==> src/rtl/cart_download_packer_if.sv <==
// HPS ioctl download port and SDRAM channel-2 write port
// bundled for the cartridge download packer.
interface cart_download_packer_if;
  logic        ioctl_download;
  logic [7:0]  ioctl_index;
  logic [26:0] ioctl_addr;
  logic [15:0] ioctl_dout;
  logic        ioctl_wr;
  logic        ioctl_wait;
  logic [26:0] sdram_addr;
  logic [31:0] sdram_din;
  logic        sdram_req;
  logic        sdram_ready;

  modport master (
    output ioctl_download, ioctl_index, ioctl_addr,
    output ioctl_dout, ioctl_wr, sdram_ready,
    input  ioctl_wait, sdram_addr, sdram_din, sdram_req
  );

  modport slave (
    input  ioctl_download, ioctl_index, ioctl_addr,
    input  ioctl_dout, ioctl_wr, sdram_ready,
    output ioctl_wait, sdram_addr, sdram_din, sdram_req
  );
endinterface

==> src/rtl/cart_download_packer.sv <==
// Packs ioctl cartridge halfwords into z64-ordered 32-bit
// SDRAM writes, detecting ROM byte order from the header.
module cart_download_packer #(
  parameter int unsigned CART_START = 1048576,
  parameter logic [7:0]  CART_INDEX = 8'd1,
  parameter int unsigned FIFO_DEPTH = 4
) (
  input  logic        clk1x,
  input  logic        reset,
  cart_download_packer_if.slave bus,
  output logic        cart_download,
  output logic        cart_loaded,
  output logic [1:0]  rom_format,
  output logic [26:0] rom_size
);
  localparam int AW = $clog2(FIFO_DEPTH);
  localparam logic [AW:0] HIWAT = (AW+1)'(FIFO_DEPTH - 1);
  localparam logic [AW:0] FULL  = (AW+1)'(FIFO_DEPTH);
  localparam logic [26:0] BASE  = 27'(CART_START);

  typedef enum logic {S_IDLE, S_WAIT} state_t;
  state_t state_q, state_d;

  logic [26:0]   fa_q [FIFO_DEPTH];
  logic [31:0]   fd_q [FIFO_DEPTH];
  logic [AW-1:0] wp_q, rp_q;
  logic [AW:0]   cnt_q, cnt_d;

  logic        dl_q, act_q, sess_q, drain_q;
  logic        flush_q, pend_q, busy_q, loaded_q;
  logic        wait_q, req_q;
  logic [1:0]  fmt_q, fmt_d;
  logic [26:0] size_q, nxt_size;
  logic [15:0] h0_q;
  logic [26:2] h0a_q;
  logic [26:0] addr_q;
  logic [31:0] din_q;

  logic        dl_cart, start, fall, wr_ok;
  logic        push_w, push_f, push, pop, done;
  logic [31:0] w, pd;
  logic [26:0] wa, pa;

  assign dl_cart  = bus.ioctl_download &&
                    (bus.ioctl_index == CART_INDEX);
  assign start    = dl_cart && !act_q && !busy_q;
  assign fall     = dl_q && !bus.ioctl_download && sess_q;
  assign wr_ok    = bus.ioctl_wr && dl_cart && sess_q;
  assign push_w   = wr_ok && bus.ioctl_addr[1];
  // A trailing half-word waits for room rather than overflowing
  assign push_f   = flush_q && (cnt_q != FULL);
  assign push     = push_w || push_f;
  assign done     = drain_q && !flush_q && (cnt_q == '0) &&
                    (state_q == S_IDLE);
  assign nxt_size = bus.ioctl_addr + 27'd2;
  assign w        = push_f ? {16'h0000, h0_q}
                           : {bus.ioctl_dout, h0_q};
  assign wa       = push_f ? {h0a_q, 2'b00}
                           : {bus.ioctl_addr[26:2], 2'b00};
  assign pa       = BASE + wa;
  assign cnt_d    = cnt_q + (AW+1)'(push) - (AW+1)'(pop);

  always_comb begin
    fmt_d = 2'd3;
    unique case (1'b1)
      (bus.ioctl_dout == 16'h3780): fmt_d = 2'd0;
      (bus.ioctl_dout == 16'h8037): fmt_d = 2'd1;
      (bus.ioctl_dout == 16'h1240): fmt_d = 2'd2;
      default:                      fmt_d = 2'd3;
    endcase
  end

  always_comb begin
    pd = w;
    unique case (1'b1)
      (fmt_q == 2'd1): pd = {w[23:16], w[31:24],
                             w[7:0], w[15:8]};
      (fmt_q == 2'd2): pd = {w[7:0], w[15:8],
                             w[23:16], w[31:24]};
      default:         pd = w;
    endcase
  end

  // Ready with data queued re-issues at once for 1 word/ack
  always_comb begin
    state_d = state_q;
    pop     = 1'b0;
    unique case (1'b1)
      (state_q == S_IDLE): begin
        if (cnt_q != '0) begin
          pop     = 1'b1;
          state_d = S_WAIT;
        end
      end
      default: begin
        if (bus.sdram_ready) begin
          if (cnt_q != '0) pop = 1'b1;
          else state_d = S_IDLE;
        end
      end
    endcase
  end

  always_ff @(posedge clk1x) begin
    if (reset) begin
      state_q  <= S_IDLE;
      wp_q     <= '0;
      rp_q     <= '0;
      cnt_q    <= '0;
      dl_q     <= 1'b0;
      act_q    <= 1'b0;
      sess_q   <= 1'b0;
      drain_q  <= 1'b0;
      flush_q  <= 1'b0;
      pend_q   <= 1'b0;
      busy_q   <= 1'b0;
      loaded_q <= 1'b0;
      wait_q   <= 1'b0;
      req_q    <= 1'b0;
      fmt_q    <= 2'd3;
      size_q   <= '0;
      h0_q     <= '0;
      h0a_q    <= '0;
      addr_q   <= '0;
      din_q    <= '0;
    end else begin
      dl_q    <= bus.ioctl_download;
      act_q   <= dl_cart;
      state_q <= state_d;
      cnt_q   <= cnt_d;
      wait_q  <= (cnt_q >= HIWAT);
      req_q   <= pop;
      if (pop) begin
        addr_q <= fa_q[rp_q];
        din_q  <= fd_q[rp_q];
        rp_q   <= rp_q + 1'b1;
      end
      if (push) begin
        fa_q[wp_q] <= pa;
        fd_q[wp_q] <= pd;
        wp_q       <= wp_q + 1'b1;
      end
      if (push_f) flush_q <= 1'b0;
      if (wr_ok) begin
        if (!bus.ioctl_addr[1]) begin
          h0_q   <= bus.ioctl_dout;
          h0a_q  <= bus.ioctl_addr[26:2];
          pend_q <= 1'b1;
        end else begin
          pend_q <= 1'b0;
        end
        if (bus.ioctl_addr == '0) fmt_q <= fmt_d;
        if (nxt_size > size_q) size_q <= nxt_size;
      end
      if (fall) begin
        sess_q  <= 1'b0;
        drain_q <= 1'b1;
        flush_q <= pend_q;
        pend_q  <= 1'b0;
      end
      if (done) begin
        busy_q   <= 1'b0;
        loaded_q <= 1'b1;
        drain_q  <= 1'b0;
      end
      if (start) begin
        sess_q   <= 1'b1;
        busy_q   <= 1'b1;
        loaded_q <= 1'b0;
        size_q   <= '0;
        fmt_q    <= 2'd3;
        wp_q     <= '0;
        rp_q     <= '0;
        cnt_q    <= '0;
        pend_q   <= 1'b0;
        flush_q  <= 1'b0;
        drain_q  <= 1'b0;
      end
    end
  end

  assign bus.ioctl_wait = wait_q;
  assign bus.sdram_req  = req_q;
  assign bus.sdram_addr = addr_q;
  assign bus.sdram_din  = din_q;
  assign cart_download  = busy_q;
  assign cart_loaded    = loaded_q;
  assign rom_format     = fmt_q;
  assign rom_size       = size_q;
endmodule
==> src/flat_wrapper.sv <==
// flat-port wrapper written by rule: the top's interface ports become plain ports
module cart_download_packer_flat 
#(
  parameter int unsigned CART_START = 1048576,
  parameter logic [7:0]  CART_INDEX = 8'd1,
  parameter int unsigned FIFO_DEPTH = 4
)
  (clk1x, reset, cart_download, cart_loaded, rom_format, rom_size, bus_ioctl_download, bus_ioctl_index, bus_ioctl_addr, bus_ioctl_dout, bus_ioctl_wr, bus_sdram_ready, bus_ioctl_wait, bus_sdram_addr, bus_sdram_din, bus_sdram_req);
  cart_download_packer_if bus_i ();
  input  logic clk1x;
  input  logic reset;
  output logic cart_download;
  output logic cart_loaded;
  output logic [1:0] rom_format;
  output logic [26:0] rom_size;
  input wire logic [$bits(bus_i.ioctl_download)-1:0] bus_ioctl_download;
  input wire logic [$bits(bus_i.ioctl_index)-1:0] bus_ioctl_index;
  input wire logic [$bits(bus_i.ioctl_addr)-1:0] bus_ioctl_addr;
  input wire logic [$bits(bus_i.ioctl_dout)-1:0] bus_ioctl_dout;
  input wire logic [$bits(bus_i.ioctl_wr)-1:0] bus_ioctl_wr;
  input wire logic [$bits(bus_i.sdram_ready)-1:0] bus_sdram_ready;
  output wire logic [$bits(bus_i.ioctl_wait)-1:0] bus_ioctl_wait;
  output wire logic [$bits(bus_i.sdram_addr)-1:0] bus_sdram_addr;
  output wire logic [$bits(bus_i.sdram_din)-1:0] bus_sdram_din;
  output wire logic [$bits(bus_i.sdram_req)-1:0] bus_sdram_req;
  assign bus_i.ioctl_download = bus_ioctl_download;
  assign bus_i.ioctl_index = bus_ioctl_index;
  assign bus_i.ioctl_addr = bus_ioctl_addr;
  assign bus_i.ioctl_dout = bus_ioctl_dout;
  assign bus_i.ioctl_wr = bus_ioctl_wr;
  assign bus_i.sdram_ready = bus_sdram_ready;
  assign bus_ioctl_wait = bus_i.ioctl_wait;
  assign bus_sdram_addr = bus_i.sdram_addr;
  assign bus_sdram_din = bus_i.sdram_din;
  assign bus_sdram_req = bus_i.sdram_req;
  cart_download_packer #(.CART_START(CART_START), .CART_INDEX(CART_INDEX), .FIFO_DEPTH(FIFO_DEPTH)) u_core (.clk1x(clk1x), .reset(reset), .bus(bus_i), .cart_download(cart_download), .cart_loaded(cart_loaded), .rom_format(rom_format), .rom_size(rom_size));
endmodule
==> config.mk <==
export PLATFORM = sky130hd
export DESIGN_NAME = cart_download_packer_flat
export DESIGN_NICKNAME = d
export VERILOG_FILES = /design/src/rtl/cart_download_packer_if.sv /design/src/rtl/cart_download_packer.sv /design/src/flat_wrapper.sv
export SDC_FILE = /design/constraint.sdc
export NUM_CORES = 1
export LEC_CHECK = 0
export ABC_CLOCK_PERIOD_IN_PS = 3800
export BUFFER_PORTS_ARGS = -buffer_cell sky130_fd_sc_hd__buf_4
export CELL_PAD_IN_SITES_DETAIL_PLACEMENT = 0
export CELL_PAD_IN_SITES_GLOBAL_PLACEMENT = 1
export CORE_MARGIN = 3
export CORE_UTILIZATION = 40
export DETAILED_ROUTE_END_ITERATION = 8
export PLACE_DENSITY = 0.68
export SLEW_MARGIN = 20
export SYNTH_ARGS = -nofsm -noshare
export SYNTH_HDL_FRONTEND = slang
export SYNTH_SLANG_ARGS = --single-unit
==> constraint.sdc <==
create_clock -name clk1x -period 3.8 [get_ports clk1x]
set_clock_uncertainty 0.2 [all_clocks]
set_input_delay 0.76 -clock clk1x [delete_from_list [all_inputs] [get_ports clk1x]]
set_output_delay 0.76 -clock clk1x [all_outputs]
set_load 0.05 [all_outputs]
Yosys cells after proc, flatten, opt, wreduce, memory -nomap -nowiden
Memories as Yosys holds them, arrays and structs flattened. A register that Yosys moved wholly into a read port is not among the register bits.
Index checks and enable logic that the tools add are counted.
W data, S select, Z words.
{"block": "word_totals", "register_bits": 88, "ram_bits": 236, "inputBits": 56, "out_inout_bits": 92, "word_cells": 85, "n_memories": 2}
{"memory": "u_core.fd_q", "depth": 4, "width": 32, "read_ports": 1, "rd_ports_with_merged_regs": 1, "wr": 1, "line": "cart_download_packer.sv:25", "source": "logic [31:0] fd_q [FIFO_DEPTH];"}
{"memory": "u_core.fa_q", "depth": 4, "width": 27, "read_ports": 1, "rd_ports_with_merged_regs": 1, "wr": 1, "line": "cart_download_packer.sv:24", "source": "logic [26:0] fa_q [FIFO_DEPTH];"}
{"block": "op_classes", "add_sub_neg": 6, "magnitude_cmp": 2, "n_eq_ne": 7, "mux": 19, "bitwise_logic": 2, "reduce_logical": 29}
{"cell": "$pmux W32 S2", "n": 1}
{"cell": "$mux W32", "n": 1}
{"cell": "$add A21 B27 Y27 const A", "n": 1}
{"cell": "$add A27 B2 Y27 const B", "n": 1}
{"cell": "$gt A27 B27 Y1", "n": 1}
{"cell": "$logic_not A27 Y1", "n": 1}
{"cell": "$mux W27", "n": 1}
{"cell": "$eq A16 B13 Y1 const B", "n": 1}
{"cell": "$eq A16 B14 Y1 const B", "n": 1}
{"cell": "$eq A16 B16 Y1 const B", "n": 1}
{"cell": "$mux W1", "n": 15}
{"cell": "$logic_and A1 B1 Y1", "n": 12}
{"cell": "$eq A8 B1 Y1 const B", "n": 1}
{"cell": "$pmux W2 S3", "n": 1}
{"cell": "$reduce_and A2 Y1", "n": 3}
{"cell": "$reduce_bool A2 Y1", "n": 3}
{"cell": "$reduce_or A3 Y1", "n": 2}
{"cell": "$add A2 B1 Y2 const B", "n": 2}
{"cell": "$logic_not A1 Y1", "n": 4}
{"cell": "$add A3 B1 Y3", "n": 1}
{"cell": "$ge A3 B2 Y1 const B", "n": 1}
{"cell": "$logic_not A3 Y1", "n": 1}
{"cell": "$ne A3 B3 Y1 const B", "n": 1}
{"cell": "$reduce_bool A3 Y1", "n": 1}
{"cell": "6 further kinds", "n": 7}

Depth between registers and ports, before layout
{"block": "depth", "word_depth": 9, "mapped_depth": 15, "depth_no_buf": 12}

Least setup slack after synthesis
No wires, ideal clock.
{"block": "synth_timing", "path_kind": "in2reg", "from": "input port bus_ioctl_addr[18]", "to": "register u_core.size_q[10] (netlist: u_core.rom_size[10])", "setup_ps": 128, "t_arrival_ps": 3460, "t_required_ps": 3472, "path_slack_ps": 11, "path_stages": 14, "n_path_buf": 3, "path_cell_list": "buf_2 > and4_1 > nand4_1 > nor4_4 > xor2_1 > ha_1 > nand4_1 > nor2_1 > a221oi_1 > and3_1 > buf_2 > a21o_1 > buf_4 > a211oi_2"}
{"block": "synth_via", "elab_chain_cells": 3}
{"item": "start: declaration", "line": "flat_wrapper.sv:18", "source": "input wire logic [$bits(bus_i.ioctl_addr)-1:0] bus_ioctl_addr;"}
{"item": "$add A27 B2 Y27", "line": "cart_download_packer.sv:55", "source": "assign nxt_size = bus.ioctl_addr + 27'd2;"}
{"item": "net u_core.nxt_size[25]", "line": "cart_download_packer.sv:33", "source": "logic [26:0] size_q, nxt_size;"}
{"item": "$gt A27 B27 Y1", "line": "cart_download_packer.sv:153", "source": "if (nxt_size > size_q) size_q <= nxt_size;"}
{"item": "$reduce_and A2 Y1 (no line)"}
{"item": "end signal: assignment", "line": "cart_download_packer.sv:153"}
{"item": "end: declaration", "line": "cart_download_packer.sv:33"}
The timed path passes the listed nets, and every way through them passes these cells.
A chain may end at the register's enable or synchronous reset.

Final worst setup path
{"block": "layout_timing", "from": "input port bus_ioctl_addr[16]", "to": "register u_core.size_q[6] (netlist: u_core.rom_size[6])"}
Same word-level chain as after synthesis.

==> results by group <==
CTS
  – Clk sinks: about 370
  – Clock root buffer: clkbuf_16
  – Clock Latency Late Sink: roughly 0.55 ns
  – Resized Gates After CTS: 0
  – Clk buf depth: 3
  – Num CTS Buffers: 40
  – # hold bufs at CTS: 0
  – Worst-path clk slew: approximately 0.060 ns
  – TritonCTS clock tree: built
  – H-Tree Level Count: 2
  – Post-CTS setup buffer count: 0

Setup path
  – Crit-path max cell delay: 0.36 ns
  – Crit path cell chain: buf_4 > clkinv_1 > or3_1 > buf_4 > nor4_4 > xor2_1 > ha_1 > nand4_1 > nor4_2 > buf_4 > o31ai_4 > a21o_1 > buf_12 > a211oi_1
  – CP max stage cell: or3_1
  – CP Capture Type: register
  – Crit path launch type: input pin
  – Crit Path Class: input pin to register
  – WP buf/inv: 5
  – Worst r2r src: u_core.cnt_q[1]
  – Crit path DAT: ~3.7 ns
  – Crit-path most repeated cell: buf_4
  – Maximum fanout along the worst path: 13
  – CP Launch Point: bus_ioctl_addr[16]
  – Worst EP required: 4.05 ns
  – Crit path max-delay family: simple AND/OR/NAND/NOR gates

Synth
  – Multiplexer share of the synthesized area: under 10%
  – Mean Syn Cell Area: 12.18 um^2
  – FFs w/ async S/R, synth: 0%
  – Largest family of logic cells by synthesized area: simple AND/OR/NAND/NOR gates
  – Adder-Cell Fraction of Synth Area: around 3.1%
  – Post-synthesis compound-gate area fraction: a little over a tenth
  – Seq/Total Area, Yosys: about 61%
  – Ys flop type: edfxtp_1
  – XOR/XNOR Fraction of Synth Area: 1.844%
  – Yosys top cell area share: between 40% and 50%
  – Gate Count Post-Synth: 1320
  – Top cells by area, synth: edfxtp_1 (43%), dfxtp_1 (18%), mux4_2 (8.0%), nand2_1 (6.5%), a21oi_1 (3.5%)
  – Count leader, synth: nand2_1
  – Synth Area in Simple Gates: 11.85%
  – Yosys cell types: 60
  – Synth Register Bits: approximately 370
  – Synth area leader: edfxtp_1
  – Post-synth EDFFs: ~230
  – Syn Std Cell Area: between 15000 and 20000 um^2
  – Yosys Warn Count: 0
  – Top post-synthesis cells by count: nand2_1 (280), edfxtp_1 (228), dfxtp_1 (145)

Global routing
  – Initial antenna violation count: 0
  – Overall routing resource usage: between 10% and 20%
  – First-pass GRT wire length: ~62 mm
  – Vias in the first global route: around 11k
  – Gr ovfl total: 0
  – Pin count of the biggest net entering global routing: just under 70

Drt
  – Routed wire length: between 30 and 40 mm
  – Routed wire length per instance: roughly 20 um
  – Initial DRC Count: approximately 550
  – Vias per cell: approximately 5.3
  – Residual DRC count: 0
  – Vias: between 10k and 15k
  – Post-DRT Antenna Nets: 0
  – Detailed Routing Iterations Pass 1: 5

Power
  – Power Dens Cells: 584.0 nW/um^2
  – Pleak: 6.964 nW
  – Peak supply drop: approximately 0.00033 V

Die
  – Die Width: between 200 and 250 um
  – Die area: roughly 43000 um^2
  – Core area: around 39000 um^2
  – Cell row count: 72
  – Starting Density: around two fifths
  – I/O pin count: between 100 and 150
  – Die H: 206.5 um

Timing
  – Setup TNS Final: 0 ns
  – RSZ-0062 raised after global routing: no
  – Worst Setup Slack, final: roughly 0.35 ns
  – Final period util: about nine tenths
  – F_max: between 0.2 and 0.3 GHz
  – Actual slew at the worst max-slew pin: ~0.96 ns
  – Rel. slew slack: 36.04%
  – Slew Viols, Final: 0
  – Setup Viol. Count Final: 0
  – Fin. Hold Viols: 0
  – Minimum clock period: between 3 and 4 ns

Cells and area
  – Area delta synth->final: 21.70%
  – Layout Utilization: ~50%
  – Filler cells: 3521
  – Area of the multi-input gates: approximately 5800 um^2
  – Final non-filler cell total: ~2.0k
  – Register area: 9757 um^2
  – Ant. Diodes: 0
  – Nets: approximately 1.6k
  – Share of post-route cells with drive strength above 1: 26.06%

Place
  – Hpwl dp: 26.22 mm
  – Placed instance count: 1977
  – Final Wtd Congestion: around 0.87
  – PortBufs: roughly 150
  – Pre-CTS setup slack: -0.1972 ns

Job
  – Max Cap Violations: 0

Worst hold path
  – Hold WC Path Type: register to register
  – Min-delay src: u_core.bus.sdram_addr[17]

Outcome
  – Outcome: complete, no violations
## logic make-up after synthesis
kind of cell | Yosys count
AND/OR/NAND/NOR | 417
flip-flops | 373
AO/OA/AOI/OAI | 253
buffers and inverters | 137
multiplexers | 67
adder cells (fa/ha/maj) | 39
XOR/XNOR | 33
other | 1
## cell type report
cell class | count | area share [%]
inverter | 47 | 0.9013
clock inverter | 22 | 1.176
clock buffer | 50 | 5.619
multi-input combinational | 811 | 29.57
sequential | 373 | 49.85
timing repair buffer | 228 | 9.576
tap | 518 | 3.311
## cells in the final DEF (no fill, tap or decap), types with 4 or more instances in the layout
master,Yosys,layout
and4_1,4,4
a32oi_1,32,32
nand3_1,35,35
nor3_1,9,9
a21oi_1,114,114
xnor2_1,19,19
buf_12,0,13
bufinv_16,0,4
clkbuf_8,0,4
nor2_1,24,23
o21ai_0,38,38
clkbuf_16,0,41
edfxtp_1,228,228
dfxtp_1,145,143
mux4_2,57,57
nand2_1,280,280
clkinv_2,0,10
nor3_2,6,6
and3_1,6,6
ha_1,38,38
a211oi_1,29,29
nor4_1,8,8
and2_2,0,4
nand4_1,11,11
and2_1,10,6
clkbuf_1,56,5
a211oi_2,22,22
mux2i_1,10,10
buf_4,3,215
inv_1,43,43
xor2_1,13,13
clkinv_1,4,6
## final timing paths
kind	endpoint	slack (ns)	cells past startpoint
setup / recovery	u_core.rom_size[6]	0.35	14
hold / removal	u_core.bus.sdram_addr[17]	0.25	2
setup reg to reg	u_core.fa_q[0][26]	0.88	8
hold reg to reg	u_core.bus.sdram_addr[17]	0.25	2
## worst reg2reg max path, cell delays in order (launching register included)
cell     delay (ns)
dfxtp_1        0.35
or3b_1         0.42
nand2_2        0.25
mux2i_1        0.58
inv_1          0.09
ha_1           0.23
o21ai_1        0.15
a21oi_1        0.14
xnor2_1        0.32
## state kept, by name (all words and copies together), names as in the netlist
name,count
u_core.drain_q,1
u_core.rom_format,2
u_core.pend_q,1
u_core.rp_q,2
u_core.sess_q,1
u_core.act_q,1
u_core.bus.sdram_addr,25
u_core.rom_size,27
u_core.bus.sdram_req,1
u_core.h0a_q,25
u_core.wp_q,2
u_core.fd_q,128
u_core.dl_q,1
u_core.bus.sdram_din,32
u_core.h0_q,16
u_core.cnt_q,3
u_core.cart_download,1
u_core.fa_q,100
u_core.bus.ioctl_wait,1
u_core.state_q,1
u_core.flush_q,1
u_core.cart_loaded,1
## power by group
part           switching (mW)  internal [mW]
clock network            1.58           2.33
logic                    1.68           1.00
registers               0.312           4.53
## metrics by stage
step | total power, mW | hold WS [ns] | cell area [um^2]
2_1_floorplan | 6.767 | 0.2357 | 16090
3_3_place_gp | 7.664 | 0.2412 | 18240
3_5_place_dp | 7.682 | 0.2489 | 18240
4_1_cts | 11.62 | 0.2494 | 19570
5_1_grt | 11.97 | 0.2673 | 19570
6_report | 11.43 | 0.2550 | 19570
## per-layer routing
layer | up-vias | global-route usage, % | wire length [um]
met5 | - | 0 | 0
met4 | 0 | 5.091 | 749
met3 | 44 | 2.772 | 1871
met2 | 267 | 31.58 | 19440
met1 | 5338 | 26.08 | 17930
li1 | 5213 | - | -
Note: power is estimated with default switching activity, not from simulation.
